**src/rtl/mips_pkg.sv**
```systemverilog
// Shared types and constants for the 1-to-2 demultiplexer.
// Holds the FSM state encoding and the port-select codes.
package mips_pkg;

    typedef enum logic [1:0] {
        EMPTY = 2'd0,
        ONE   = 2'd1,
        TWO   = 2'd2
    } demux_state_t;

    localparam logic SEL_PORT0 = 1'b0;
    localparam logic SEL_PORT1 = 1'b1;

endpackage

```
**src/rtl/demux_skid_reg.sv**
```systemverilog
// Load-enabled register with asynchronous active-high reset.
// Holds one {select, payload} entry of the demux.
module demux_skid_reg #(
    parameter int WIDTH = 33
) (
    input  logic             i_clk,
    input  logic             i_rst,
    input  logic             i_load,
    input  logic [WIDTH-1:0] i_d,
    output logic [WIDTH-1:0] o_q
);

    logic [WIDTH-1:0] r_q;

    always_ff @(posedge i_clk or posedge i_rst) begin
        if (i_rst) begin
            r_q <= '0;
        end else if (i_load) begin
            r_q <= i_d;
        end
    end

    assign o_q = r_q;

endmodule

```
**src/rtl/demux_i1_x2.sv**
```systemverilog
// Registered 1-to-2 demultiplexer with a two-entry skid and registered o_ready.
// Optional macro DEMUX_ZERO_IDLE_EN zeroes the payload on ports that are not valid.
module demux_i1_x2
    import mips_pkg::*;
#(
    parameter int DATA_WIDTH = 32
) (
    input  logic                  i_clk,
    input  logic                  i_rst,
    input  logic                  i_valid,
    output logic                  o_ready,
    input  logic                  i_control,
    input  logic [DATA_WIDTH-1:0] i_data,
    output logic                  o_valid0,
    input  logic                  i_ready0,
    output logic [DATA_WIDTH-1:0] o_data0,
    output logic                  o_valid1,
    input  logic                  i_ready1,
    output logic [DATA_WIDTH-1:0] o_data1,
    output logic [1:0]            o_dbg_state
);

    // Handshake (both sides): a transfer happens on a rising edge where
    // valid and ready are both high; a valid transfer holds until taken.

    demux_state_t r_state;
    demux_state_t w_next_state;

    logic                  w_ready;
    logic                  w_accept;
    logic                  w_drain;
    logic                  w_out_valid;
    logic                  w_out_load;
    logic                  w_skid_load;
    logic                  w_out_from_skid;
    logic [DATA_WIDTH:0]   w_in_word;
    logic [DATA_WIDTH:0]   w_out_d;
    logic [DATA_WIDTH:0]   w_out_q;
    logic [DATA_WIDTH:0]   w_skid_q;
    logic                  w_out_sel;
    logic [DATA_WIDTH-1:0] w_out_data;

    assign w_in_word   = {((i_control == SEL_PORT1) ? SEL_PORT1 : SEL_PORT0), i_data};
    assign w_out_sel   = w_out_q[DATA_WIDTH];
    assign w_out_data  = w_out_q[DATA_WIDTH-1:0];
    assign w_out_valid = (r_state != EMPTY);
    assign w_ready     = (r_state != TWO) & ~i_rst;
    assign w_accept    = i_valid & w_ready;
    assign w_drain     = w_out_valid & (w_out_sel ? i_ready1 : i_ready0);

    always_ff @(posedge i_clk or posedge i_rst) begin
        if (i_rst) begin
            r_state <= EMPTY;
        end else begin
            r_state <= w_next_state;
        end
    end

    always_comb begin
        w_next_state    = r_state;
        w_out_load      = 1'b0;
        w_skid_load     = 1'b0;
        w_out_from_skid = 1'b0;
        case (r_state)
            EMPTY: begin
                if (w_accept) begin
                    w_out_load   = 1'b1;
                    w_next_state = ONE;
                end
            end
            ONE: begin
                if (w_accept && w_drain) begin
                    w_out_load = 1'b1;
                end else if (w_accept) begin
                    w_skid_load  = 1'b1;
                    w_next_state = TWO;
                end else if (w_drain) begin
                    w_next_state = EMPTY;
                end
            end
            TWO: begin
                // Upstream is stalled here, so the skid entry is the only source.
                if (w_drain) begin
                    w_out_load      = 1'b1;
                    w_out_from_skid = 1'b1;
                    w_next_state    = ONE;
                end
            end
            default: w_next_state = EMPTY;
        endcase
    end

    assign w_out_d = w_out_from_skid ? w_skid_q : w_in_word;

    demux_skid_reg #(.WIDTH(DATA_WIDTH + 1)) u_out_reg (
        .i_clk  (i_clk),
        .i_rst  (i_rst),
        .i_load (w_out_load),
        .i_d    (w_out_d),
        .o_q    (w_out_q)
    );

    demux_skid_reg #(.WIDTH(DATA_WIDTH + 1)) u_skid_reg (
        .i_clk  (i_clk),
        .i_rst  (i_rst),
        .i_load (w_skid_load),
        .i_d    (w_in_word),
        .o_q    (w_skid_q)
    );

    assign o_ready     = w_ready;
    assign o_valid0    = w_out_valid & ~w_out_sel;
    assign o_valid1    = w_out_valid & w_out_sel;
    assign o_dbg_state = r_state;

`ifdef DEMUX_ZERO_IDLE_EN
    assign o_data0 = o_valid0 ? w_out_data : '0;
    assign o_data1 = o_valid1 ? w_out_data : '0;
`else
    assign o_data0 = w_out_data;
    assign o_data1 = w_out_data;
`endif

endmodule

```
**config.mk**
```make
export PLATFORM = sky130hd
export DESIGN_NAME = demux_i1_x2
export DESIGN_NICKNAME = d
export VERILOG_FILES = /design/src/rtl/mips_pkg.sv /design/src/rtl/demux_skid_reg.sv /design/src/rtl/demux_i1_x2.sv
export SDC_FILE = /design/constraint.sdc
export NUM_CORES = 1
export LEC_CHECK = 0
export ABC_AREA = 1
export BUFFER_PORTS_ARGS = -buffer_cell sky130_fd_sc_hd__buf_4
export CAP_MARGIN = 20
export CORE_UTILIZATION = 56
export DETAILED_ROUTE_END_ITERATION = 10
export PLACE_DENSITY_LB_ADDON = 0.12
export SYNTH_ARGS = -nofsm -noshare
export SYNTH_HDL_FRONTEND = slang
export SYNTH_SLANG_ARGS = --single-unit
```
**constraint.sdc**
```tcl
create_clock -name i_clk -period 5 [get_ports i_clk]
set_input_delay 1 -clock i_clk [delete_from_list [all_inputs] [get_ports i_clk]]
set_output_delay 1 -clock i_clk [all_outputs]
set_load 0.01 [all_outputs]
```
==> impl_metrics.yaml, run 1 <==
route:
  routed_via_density: 4.94
  postRouteAntennaNets: 0
  first_pass_iters: 4
  route.detailed.drc: 0
  drt_iter0_drc: 131
  drt-total-wl_um: 6810
  wl_per_cell_um: 12.0
  via_count: 2791
pwr:
  internal-power_mw: 1.56
  peakVddDrop_uv: 296
  pwr-share-seq_pct: 39.7
  pwr_density_cell_nw_per_um2: 597
  combPwrFrac_pct: 41.5
  swShare_pct: 36.2
  clkPwrFrac_pct: 18.7
  power_switching_mw: 0.886
  leakage_nw: 2.25
grt:
  grt_pass1_vias: 2522
  grt_pass1_wl_um: 11400
  grt_max_degree: 69
  grt.total_usage_pct: 22.4
  antenna_found_initial: 0
  overflow: 0
clocking:
  post_cts_buffers: 0
  clk_pin_slew_worst_paths_ns: 0.07
  postCtsResizedCells: 0
  cts_hold_buf: 0
  h-tree-depth: 3
  cts_buffer_depth: 2
  cts_made_buffers: 9
  clock_sinks: 68
  cts_tree: "yes"
  clk_latency_ns: 0.34
  clockRootBuffer: "clkbuf_8"
final_layout:
  area_growth_pct: 13.9
  regArea_um2: 1700
  multi_input_area_um2: 1140
  nNetsFinal: 523
  finish.instance_area_um2: 4100
  antenna_cells: 0
  layout-drive-gt1-share_pct: 27.3
  fillers: 520
setup_path:
  worstPathRequired_ns: 5.23
  r2r_slack_ns: 2.73
  path_class: "primary input to flop"
  cp_max_fo: 49
  path_cells: "buf_4, nand2_1, nand2_4, nand2_2, nand2_2, nand2_1, nand2_1"
  crit_path_frequent_cell: "nand2_1"
  timing.rr.end: "u_out_reg.o_q[18]$_DFFE_PP0P_"
  start_kind: "primary input"
  r2r_start: "u_out_reg.o_q[32]$_DFFE_PP0P_"
  worst-r2r-cell-count: 7
  slowest_delay_ns: 0.60
  arrival_ns: 2.77
  worst_path_max_delay_cell: "nand2_2"
  critPathCaptureType: "flop"
placed_design:
  port_buffers: 106
  dpl-instance-area_um2: 3890
  hpwl_um: 4390
  gp_congestion: 0.790
timing:
  hold_violations: 0
  layout_worst_path_cycle_share_pct: 50.8
  tightest_slew_ns: 0.840
  setup_viol: 0
  period_minus_slack_ns: 2.54
  slew_headroom_pct: 44.0
  setup_tns_ns: 0
  fmax_ghz: 0.393
  report.final.slew_viol_count: 0
  clock_skew_ns: 0.0101
  rsz0062_at_grt: "no"
hold_path:
  worstHoldEndpoint: "u_skid_reg.o_q[1]$_DFFE_PP0P_"
  hold_class: "flop to flop"
  hp-start: "u_skid_reg.o_q[1]$_DFFE_PP0P_"
  min_path_cells: 2
floorplanning:
  ioPinCount: 107
  dieArea_um2: 6740
  initial_core_util_pct: 59.3
  core_um2: 6060
  die_w_um: 82.1
  die_y_um: 82.1
  floorplan.rows: 28
yosys:
  syn_nets: 488
  ys_seq_area_share_pct: 47.3
  synth_cell_type_count: 18
  yosysWarnings: 0
  syn_avg_cell_area_um2: 7.99
  syn_area_um2: 3590
  synth-seq-cells: 68
  synthCells: 450
outcome:
  run_status: "finished, final reports clean"
flow_run:
  max-cap-violations: 0
-- cell type report --
cell class | count | share of cell area (%)
multi-input combinational | 260 | 27.7
sequential | 68 | 41.6
tap | 75 | 2.29
timing repair buffer | 110 | 20.2
clock buffer | 12 | 3.79
clock inverter | 4 | 1.16
inverter | 36 | 3.30
-- cell families (layout without fill, tap and decap cells) --
logic type,count (synthesis),after routing,share of synthesized area (%)
AO/OA/AOI/OAI,60,60,8.35
XOR/XNOR,1,1,0.244
buffers and inverters,122,162,21.1
flip-flops,68,68,47.3
AND/OR/NAND/NOR,199,199,23.0
-- layout by cell type (no fill, tap or decap) --
cell type | netlist | final
nand2_1 | 151 | 151
buf_4 | 70 | 110
dfrtp_1 | 68 | 68
o21ai_0 | 54 | 54
nand3_1 | 37 | 37
inv_1 | 34 | 33
clkbuf_8 | 0 | 11
nor2_1 | 5 | 5
o21ai_1 | 5 | 5
inv_2 | 2 | 3
nand2_2 | 3 | 3
clkinv_2 | 0 | 2
nand3_2 | 1 | 1
nand2_4 | 1 | 1
nor3_4 | 1 | 1
a21oi_1 | 1 | 1
xor2_1 | 1 | 1
bufinv_16 | 0 | 1
clkbuf_1 | 2 | 1
clkinvlp_4 | 0 | 1
-- power groups by stage --
stage	Combinational (mW)	Clock, mW	Sequential [mW]
2_1_floorplan	0.890	0	0.938
3_3_place_gp	1.00	0	0.972
3_5_place_dp	1.03	0	0.980
4_1_cts	1.03	0.469	0.974
5_1_grt	1.15	0.490	1.01
6_report	1.02	0.458	0.971
-- cells in the mapped netlist --
cell	n	area, um2
inv_1	34	128
nand3_2	1	10.0
buf_4	70	526
nor2_1	5	18.8
inv_2	2	7.51
o21ai_1	5	25.0
nand2_1	151	567
a21oi_1	1	5.00
nand3_1	37	185
buf_2	11	55.1
clkbuf_1	2	7.51
buf_6	3	33.8
nand2_2	3	18.8
nor3_4	1	16.3
nand2_4	1	11.3
dfrtp_1	68	1700
o21ai_0	54	270
xor2_1	1	8.76
-- per-layer routing --
layer  track usage [%]  wire length (um)  up-vias
met5                 0                 0        -
met1              29.5              3130     1274
met3              4.18               448       10
li1                  -                 -     1407
met4              9.47               112        0
met2              36.4              3120      100
-- worst max path at each step --
stage / from / to / slack (ns) / cells after the start
2_1_floorplan: i_rst / u_skid_reg.o_q[23]$_DFFE_PP0P_ / 1.53 / 5
3_3_place_gp: i_ready1 / u_out_reg.o_q[16]$_DFFE_PP0P_ / 2.13 / 7
3_5_place_dp: i_ready1 / u_out_reg.o_q[16]$_DFFE_PP0P_ / 2.09 / 7
4_1_cts: i_ready1 / u_out_reg.o_q[16]$_DFFE_PP0P_ / 2.46 / 7
5_1_grt: i_ready1 / u_out_reg.o_q[18]$_DFFE_PP0P_ / 2.20 / 7
6_report: i_ready1 / u_out_reg.o_q[18]$_DFFE_PP0P_ / 2.46 / 7
-- worst max-delay path: cells and delay by family --
family	cells	cell delay (ns)
buffers and inverters	1	0.10
AND/OR/NAND/NOR	6	1.64
-- registers in the layout, indices dropped and copies added, names as in the netlist --
name	count
u_out_reg.o_q	33
o_dbg_state	2
u_skid_reg.o_q	33
-- per-stage QoR --
step                util (%)  hold WS [ns]  power (mW)  setup WS, ns  cells
floorplan                  -         0.443        1.83          1.53    450
global placement        64.2         0.461        1.97          2.13    549
detailed placement      64.2         0.467        2.01          2.09    549
CTS                     67.6         0.484        2.47          2.46    565
global route            67.6         0.516        2.65          2.20    565
finish                  67.6         0.481        2.45          2.46    565
Power figures use the tool's default switching activity.
==> run 2, diff against run 1 <==
- CORE_UTILIZATION: 56 -> 47
- clock period: 5 -> 2.2 ns (I/O delays scaled with it)
==> run 2 against run 1 <==
Worst setup slack lost 1.9 ns. Power grew 130%. Final area grew 2.5%. Die area grew 19%. Sequential power grew 130%. Clock power grew 140%. Register-to-register slack lost 2.2 ns. Non-clock buffer count grew 3. Critical endpoint is now o_ready.
==> impl_metrics.yaml, run 2 (synthesized netlist as in run 1, its figures left out) <==
setup_path:
  worstPathRequired_ns: 1.76
  cp_max_fo: 6
  start_kind: "flop"
  cp-startpoint: "o_dbg_state[0]$_DFFE_PP0P_"
  path_class: "flop to output pin"
  critPathCaptureType: "output pin"
  arrival_ns: 1.25
  r2r_start: "u_out_reg.o_q[32]$_DFFE_PP0P_"
timing:
  rsz0062_at_grt: "no"
  setup_tns_ns: 0
  setup_viol: 0
  report.final.slew_viol_count: 0
  setup_ws_ns: 0.510
  hold_ws_ns: 0.314
  slew_headroom_pct: 43.7
  tightest_slew_ns: 0.845
  layout_worst_path_cycle_share_pct: 76.8
  clock_skew_ns: 0.00843
  hold_violations: 0
  period_minus_slack_ns: 1.69
  fmax_ghz: 0.592
route:
  drt-total-wl_um: 7110
  wl_per_cell_um: 12.0
  via_count: 2823
  drt_iter0_drc: 127
  routed-wl-met3_um: 394
  first_pass_iters: 4
  routed_via_density: 4.77
  postRouteAntennaNets: 0
  drt-met1-wl_um: 3300
  wl_met2_um: 3310
  route.detailed.drc: 0
  highest_layer: "met4"
pwr:
  pwr_density_cell_nw_per_um2: 1360
  pwr-share-seq_pct: 38.9
  power.total_mw: 5.71
  power_switching_mw: 2.04
  swShare_pct: 35.7
  internal-power_mw: 3.67
  combPwrFrac_pct: 41.4
  leakage_nw: 2.27
  peakVddDrop_uv: 542
  clkPwrFrac_pct: 19.7
clocking:
  clk_latency_ns: 0.34
  cts_buffer_depth: 2
  cts_tree: "yes"
  clock_sinks: 68
  cts_made_buffers: 9
  cts_hold_buf: 0
  clk_pin_slew_worst_paths_ns: 0.07
  h-tree-depth: 3
  post_cts_buffers: 0
  clockRootBuffer: "clkbuf_8"
  postCtsResizedCells: 0
floorplanning:
  core_um2: 7330
  die_y_um: 89.5
  floorplan.rows: 31
  die_w_um: 89.5
  ioPinCount: 107
  initial_core_util_pct: 49.0
  dieArea_um2: 8000
final_layout:
  area_growth_pct: 16.7
  utilization_pct: 57.2
  layout_common_cells: "nand2_1 (150), buf_4 (112), dfrtp_1 (68)"
  layout-drive-gt1-share_pct: 28.0
  final_common_cell: "nand2_1"
  antenna_cells: 0
  nNetsFinal: 526
placed_design:
  hpwl_um: 4690
  port_buffers: 106
  dp_slack_ns: 0.456
  gp_congestion: 0.764
grt:
  grt_pass1_vias: 2520
  grt_pass1_wl_um: 11800
  antenna_found_initial: 0
  grt.total_usage_pct: 19.7
  grt_max_degree: 69
  overflow: 0
outcome:
  run_status: "finished, final reports clean"
hold_path:
  hold_class: "primary input to flop"
  hp-start: "i_data[0]"
flow_run:
  max-cap-violations: 0
run 2: changes by cell type in the layout (fill, tap and decap cells not counted), sizes merged:
cell | previous run | this run
buf | 110 | 113
bufinv | 1 | 2
clkinv | 2 | 1
clkinvlp | 1 | 2
inv | 36 | 35
run 2: critical path: stages (launching register included):
cell and delay, ns:
dfrtp_1 0.45, inv_2 0.08, nand2_2 0.07, inv_2 0.13, nor2_1 0.05, buf_4 0.14
run 2: per-stage QoR:
stage	cells	area (um2)
floorplan	450	3650
global placement	576	3980
detailed placement	576	3980
CTS	592	4200
global route	592	4200
finish	592	4200
run 2: path summary, 6_finish.rpt:
check,to,slack [ns],cells past startpoint
max,o_ready,0.51,5
min,u_skid_reg.o_q[0]$_DFFE_PP0P_,0.31,3
max reg2reg,u_out_reg.o_q[3]$_DFFE_PP0P_,0.53,8
min reg2reg,u_skid_reg.o_q[2]$_DFFE_PP0P_,0.48,2
max in group asynchronous,u_skid_reg.o_q[11]$_DFFE_PP0P_,1.23,3
min in group asynchronous,u_skid_reg.o_q[1]$_DFFE_PP0P_,0.42,3
run 2: power by group through the flow:
stage / clock network (mW) / logic [mW] / registers (mW)
floorplan: 0 / 2.09 / 2.13
global placement: 0 / 2.35 / 2.22
detailed placement: 0 / 2.39 / 2.24
CTS: 1.16 / 2.40 / 2.23
global route: 1.22 / 2.68 / 2.31
finish: 1.12 / 2.36 / 2.22
run 2: final cells by class:
type	count	area, um2
timing repair buffer	113	861
tap	99	124
fill	699	3130
clock inverter	4	72.6
clock buffer	12	145
inverter	36	139
multi-input combinational	260	1150
sequential	68	1700
run 2: routing by layer:
layer	vias to the layer above	global-route usage (%)
met5	-	0
met4	0	7.79
met3	9	3.05
met2	88	31.2
met1	1308	27.3
li1	1418	-
